===== config.mk =====
export PLATFORM = sky130hd
export DESIGN_NAME = motion_driver
export DESIGN_NICKNAME = d
export VERILOG_FILES = /design/src/rtl/motion_pkg.sv /design/src/rtl/motion_driver_axis_stepper.sv /design/src/rtl/motion_driver.sv
export SDC_FILE = /design/constraint.sdc
export NUM_CORES = 1
export LEC_CHECK = 0
export BUFFER_PORTS_ARGS = -buffer_cell sky130_fd_sc_hd__buf_2
export CORE_MARGIN = 5
export CORE_UTILIZATION = 51
export DETAILED_ROUTE_END_ITERATION = 8
export GPL_TIMING_DRIVEN = 0
export PLACE_DENSITY = 0.87
export RECOVER_POWER = 50
export SLEW_MARGIN = 10
export SYNTH_ARGS = -nofsm -noshare
export SYNTH_HDL_FRONTEND = slang
export SYNTH_SLANG_ARGS = --single-unit

===== constraint.sdc =====
create_clock -name clock -period 4.8 [get_ports clock]
set_input_delay 0.96 -clock clock [delete_from_list [all_inputs] [get_ports clock]]
set_output_delay 0.96 -clock clock [all_outputs]
set_load 0.02 [all_outputs]

===== src/rtl/motion_pkg.sv =====
// Shared widths, direction encoding and accumulator helper for the motion driver.
package motion_pkg;

    localparam int unsigned POS_W   = 10;
    localparam int unsigned SPEED_W = 8;
    localparam int unsigned ACC_W   = 8;

    typedef enum logic {
        DIR_NEG = 1'b0,
        DIR_POS = 1'b1
    } dir_e;

    // Returns {carry, sum}; the carry is the step request.
    function automatic logic [ACC_W:0] acc_add(
        input logic [ACC_W-1:0]   acc,
        input logic [SPEED_W-1:0] spd
    );
        return {1'b0, acc} + {1'b0, spd};
    endfunction

endpackage


===== src/rtl/motion_driver_axis_stepper.sv =====
// One motion axis: phase accumulator, bounded position counter and step/hit flops.
// Macro WRAP_EN selects wrap-around at the bounds instead of saturation.
module axis_stepper
    import motion_pkg::*;
#(
    parameter int unsigned MAX   = 639,
    parameter int unsigned START = 320
) (
    input  logic               clock,
    input  logic               ctrl_reset_n,
    input  logic               tick_i,
    input  logic [SPEED_W-1:0] speed_i,
    input  logic               dir_i,
    output logic               step_o,
    output logic               hit_o,
    output logic [POS_W-1:0]   pos_o
);

    localparam logic [POS_W-1:0] MAX_P   = POS_W'(MAX);
    localparam logic [POS_W-1:0] START_P = POS_W'(START);

    logic [ACC_W-1:0] acc_q, acc_d;
    logic [POS_W-1:0] pos_q, pos_d;
    logic             step_q, step_d;
    logic             hit_q, hit_d;

    logic             carry;
    logic [ACC_W-1:0] acc_sum;
    logic             dir_up;
    logic             blocked;

    always_comb begin
        {carry, acc_sum} = acc_add(acc_q, speed_i);
        dir_up           = (dir_e'(dir_i) == DIR_POS);
        blocked          = dir_up ? (pos_q == MAX_P) : (pos_q == '0);
    end

    always_comb begin
        acc_d  = acc_q;
        pos_d  = pos_q;
        step_d = 1'b0;
        hit_d  = 1'b0;
        if (tick_i) begin
            acc_d  = acc_sum;
            step_d = carry;
            if (carry) begin
                if (blocked) begin
                    hit_d = 1'b1;
`ifdef WRAP_EN
                    pos_d = dir_up ? '0 : MAX_P;
`else
                    pos_d = pos_q;
`endif
                end else if (dir_up) begin
                    pos_d = pos_q + POS_W'(1);
                end else begin
                    pos_d = pos_q - POS_W'(1);
                end
            end
        end
    end

    always_ff @(posedge clock) begin
        if (!ctrl_reset_n) begin
            acc_q  <= '0;
            pos_q  <= START_P;
            step_q <= 1'b0;
            hit_q  <= 1'b0;
        end else begin
            acc_q  <= acc_d;
            pos_q  <= pos_d;
            step_q <= step_d;
            hit_q  <= hit_d;
        end
    end

    assign step_o = step_q;
    assign hit_o  = hit_q;
    assign pos_o  = pos_q;

endmodule


===== src/rtl/motion_driver.sv =====
// Motion register consumer: base tick divider feeding independent X and Y steppers.
// Macro WRAP_EN (see axis_stepper) switches both axes to wrap-around bounds.
module motion_driver
    import motion_pkg::*;
#(
    parameter int unsigned TICK_DIV = 1000,
    parameter int unsigned X_MAX    = 639,
    parameter int unsigned Y_MAX    = 479,
    parameter int unsigned X_START  = 320,
    parameter int unsigned Y_START  = 240
) (
    input  logic        clock,
    input  logic        ctrl_reset_n,
    input  logic        enable,
    input  logic [31:0] xSpeed,
    input  logic [31:0] xDirection,
    input  logic [31:0] ySpeed,
    input  logic [31:0] yDirection,
    output logic        tick,
    output logic        xStep,
    output logic        yStep,
    output logic [9:0]  xPos,
    output logic [9:0]  yPos,
    output logic        xHit,
    output logic        yHit
);

    localparam int unsigned DIV_W = (TICK_DIV > 2) ? $clog2(TICK_DIV) : 1;
    localparam logic [DIV_W-1:0] DIV_LAST = DIV_W'(TICK_DIV - 1);

    logic [DIV_W-1:0] div_q, div_d;
    logic             tick_q, tick_d;
    logic             unused_bits;

    always_comb begin
        unused_bits = ^{xSpeed[31:SPEED_W], ySpeed[31:SPEED_W],
                        xDirection[31:1], yDirection[31:1]};
    end

    always_comb begin
        div_d  = div_q;
        tick_d = 1'b0;
        if (enable) begin
            if (div_q == DIV_LAST) begin
                div_d  = '0;
                tick_d = 1'b1;
            end else begin
                div_d = div_q + DIV_W'(1);
            end
        end
    end

    always_ff @(posedge clock) begin
        if (!ctrl_reset_n) begin
            div_q  <= '0;
            tick_q <= 1'b0;
        end else begin
            div_q  <= div_d;
            tick_q <= tick_d;
        end
    end

    assign tick = tick_q;

    // Steppers act on the registered tick, so a tick already issued completes even if enable drops.
    axis_stepper #(
        .MAX   (X_MAX),
        .START (X_START)
    ) u_x_axis (
        .clock        (clock),
        .ctrl_reset_n (ctrl_reset_n),
        .tick_i       (tick_q),
        .speed_i      (xSpeed[SPEED_W-1:0]),
        .dir_i        (xDirection[0]),
        .step_o       (xStep),
        .hit_o        (xHit),
        .pos_o        (xPos)
    );

    axis_stepper #(
        .MAX   (Y_MAX),
        .START (Y_START)
    ) u_y_axis (
        .clock        (clock),
        .ctrl_reset_n (ctrl_reset_n),
        .tick_i       (tick_q),
        .speed_i      (ySpeed[SPEED_W-1:0]),
        .dir_i        (yDirection[0]),
        .step_o       (yStep),
        .hit_o        (yHit),
        .pos_o        (yPos)
    );

endmodule


==> reports/results.txt <==
Iteration-0 DRC Markers: 102
Clock root cell: clkbuf_8
Kind of critical path: input pin to flip-flop
Largest net degree at the start of global routing: 17
Share of layout cells above drive strength 1: 9.11%
Hold Startpoint: u_x_axis.acc_q[2]$_SDFFE_PN0P_
Buffers added on ports: 44
Fin. Hold Viols: 0
WL final: 6.98 mm
Kind of start point of the critical path: input pin
Clock transition at path regs: 0.09 ns
Critical path peak fanout: 10
Total CTS buffers: 5
Synth Area in XOR/XNOR: 8.76%
Flops & latches, synth: 51
F_max: 352 MHz
Transition time of the tightest slew-check pin: 0.720 ns
Clock buffer depth: 2
Util after Layout: 58.6%
Final worst-path cycle share: 59.1%
Antenna Cells: 0
Clk sink count: 51
Clk_skew: 0.00748 ns
CTS hold repair buffers: 0
Post-detailed-route DRC marker count: 0
Worst r2r src: u_x_axis.acc_q[0]$_SDFFE_PN0P_
Post-route cell area: 3700 um^2
Fin nets: 595
Post-synth top cells: dfxtp_1, nor2_1, ha_1
All-Layer GR Usage: 16.9%
Ports: 156
R2R depth: 10
Syn Area/Cell: 8.78 um^2
Vias/cell: 5.68
Crit path time final: 2.84 ns
Die W: 90.5 um
Fill cell total of the finished layout: 585
Overflow after GRT: 0
Post-synthesis compound-gate area fraction: 14.1%
Post_cts resized: 0
Synth area leaders: dfxtp_1, ha_1, mux2i_1
Simple-gate share of the synthesized area: 20.5%
Core box area: 6310 um^2
Multi-input gate area: 2170 um^2
Asr flop ratio synth: 0%
Max Cap Violations: 0
Vias in the first global route: 2658
Number of setup buffers added after CTS: 0
Clk Latency, worst-skew pair: 0.31 ns
RSZ-0062 raised after global routing: no
Hold Path Sink: u_x_axis.acc_q[2]$_SDFFE_PN0P_
First-pass GRT wire length: 11.7 mm
Post-synthesis cell count: 376
Slew margin rel.: 52.0%
FP Rows: 29
Post-Syn Area: 3300 um^2
VDD IR max: 0.000175 V
Worst reg-to-reg setup slack: 2.41 ns
Reg-to-reg critical path endpoint: u_x_axis.pos_o[6]$_SDFFE_PN1P_
Max Slew Vio Count: 0
Mapped Nets: 544
Worst endpoint data arrival time: 3.02 ns
Top_reg_cell synth: dfxtp_1
Yosys top cell by area: dfxtp_1
CP required: 4.98 ns
Post-synth top area share: 30.9%
Initial Util: 52.3%
Adder-cell share of the synthesized area: 14.9%
Post-DRT Antenna Nets: 0
Mux cell area share after synthesis: 7.28%
Yosys warnings: 0
Count leader, synth: dfxtp_1
Setup TNS: 0 ns
Crit end category: flip-flop
Post-synth EDFFs: 0
Die height: 90.5 um
Largest family of logic cells by synthesized area: simple AND/OR/NAND/NOR gates
Sequential share of the synthesized area: 30.9%
FF/Latch Area: 1020 um^2
Drt first pass iters: 5
Status: finished clean
Pwr dens: 217 nW/um^2
Area Overhead vs Synth: 12.2%
Vias post-DR: 2866
Post-DP HPWL: 5.36 mm
Worst Hold Class: flip-flop to flip-flop
Dpl cell area: 3620 um^2
H-tree depth: 2
Initial antenna violation count: 0
Final setup fails: 0
WHS Path Cells: 2
Yosys cell types: 44
CTS tree: done
RePlAce Congestion: 0.900
Area of the die: 8180 um^2
Wire per inst: 13.8 um
Lkg Pwr: 1.48 nW
report_power, final:
group / total (mW) / leakage, nW / switching (mW) / internal [mW]
clock: 0.295 / 0.0581 / 0.140 / 0.155
combinational: 0.0812 / 1.01 / 0.0468 / 0.0345
sequential: 0.426 / 0.411 / 0.00158 / 0.424
total: 0.802 / 1.48 / 0.188 / 0.614
kinds of logic after synthesis:
group	after synthesis
buf+inv	23
simple gates	138
compound gates	70
xor+xnor	33
flops	51
fa+ha+maj	37
mux	24
metrics by stage:
stage                     power (mW)  hold slack [ns]  instances  setup WS [ns]
after floorplan                0.493            0.457        376           1.89
after global placement         0.514            0.473        497           1.67
after detailed placement       0.517            0.484        497           1.66
after CTS                      0.810            0.497        505           1.97
after global routing           0.842            0.505        505           1.83
final                          0.802            0.497        505           1.96
worst max-delay path, stage by stage:
cell	delay [ns]
buf_2	0.10
ha_1	0.21
fa_1	0.45
a211oi_2	0.27
o211ai_1	0.13
a31o_1	0.22
and3_1	0.17
buf_6	0.13
buf_8	0.14
mux2i_1	0.16
nand2_1	0.08
per-layer routing:
metal | share of wire (%) | GRT usage [%] | vias to the layer above
met5 | 0 | 0 | -
met1 | 47 | 20.8 | 1352
met4 | 1.7 | 5.58 | 0
met2 | 47 | 28.8 | 51
li1 | - | - | 1453
met3 | 3.8 | 4.00 | 10
cell type report:
type | count | share of cell area, %
multi-input cells | 302 | 58.5
flip-flops and latches | 51 | 27.6
repair buffers | 44 | 5.20
well taps | 77 | 2.60
clock buffers | 5 | 1.86
plain buffers | 11 | 1.82
inverters | 12 | 1.22
clock inverters | 3 | 1.18
cells in the final DEF, fill, tap and decap left out, types with 12 or more instances in the layout:
cell / n
a21oi_1: 15
ha_1: 33
nor2_1: 49
xnor2_1: 21
inv_1: 12
mux2i_1: 24
o21ai_0: 17
buf_2: 22
clkbuf_1: 30
nand2_1: 26
xor2_1: 12
dfxtp_1: 51
worst max-delay path by stage:
| stage | from | to | slack, ns | depth (start not counted) |
|---|---|---|---|---|
| floorplan | xSpeed[0] | u_x_axis.pos_o[8]$_SDFFE_PN1P_ | 1.89 | 9 |
| global placement | xSpeed[0] | u_x_axis.pos_o[8]$_SDFFE_PN1P_ | 1.67 | 10 |
| detailed placement | xSpeed[0] | u_x_axis.pos_o[6]$_SDFFE_PN1P_ | 1.66 | 11 |
| CTS | xSpeed[0] | u_x_axis.pos_o[6]$_SDFFE_PN1P_ | 1.97 | 11 |
| global route | xSpeed[0] | u_x_axis.pos_o[6]$_SDFFE_PN1P_ | 1.83 | 11 |
| finish | xSpeed[0] | u_x_axis.pos_o[6]$_SDFFE_PN1P_ | 1.96 | 11 |
sequential cells by signal (all words and copies together) (netlist names):
name	cells
u_y_axis.acc_q	8
u_x_axis.hit_o	1
u_y_axis.pos_o	10
u_y_axis.step_o	1
div_q	10
u_x_axis.step_o	1
u_x_axis.acc_q	8
u_x_axis.pos_o	10
u_y_axis.hit_o	1
tick	1
(Power assumes the default switching activity.)
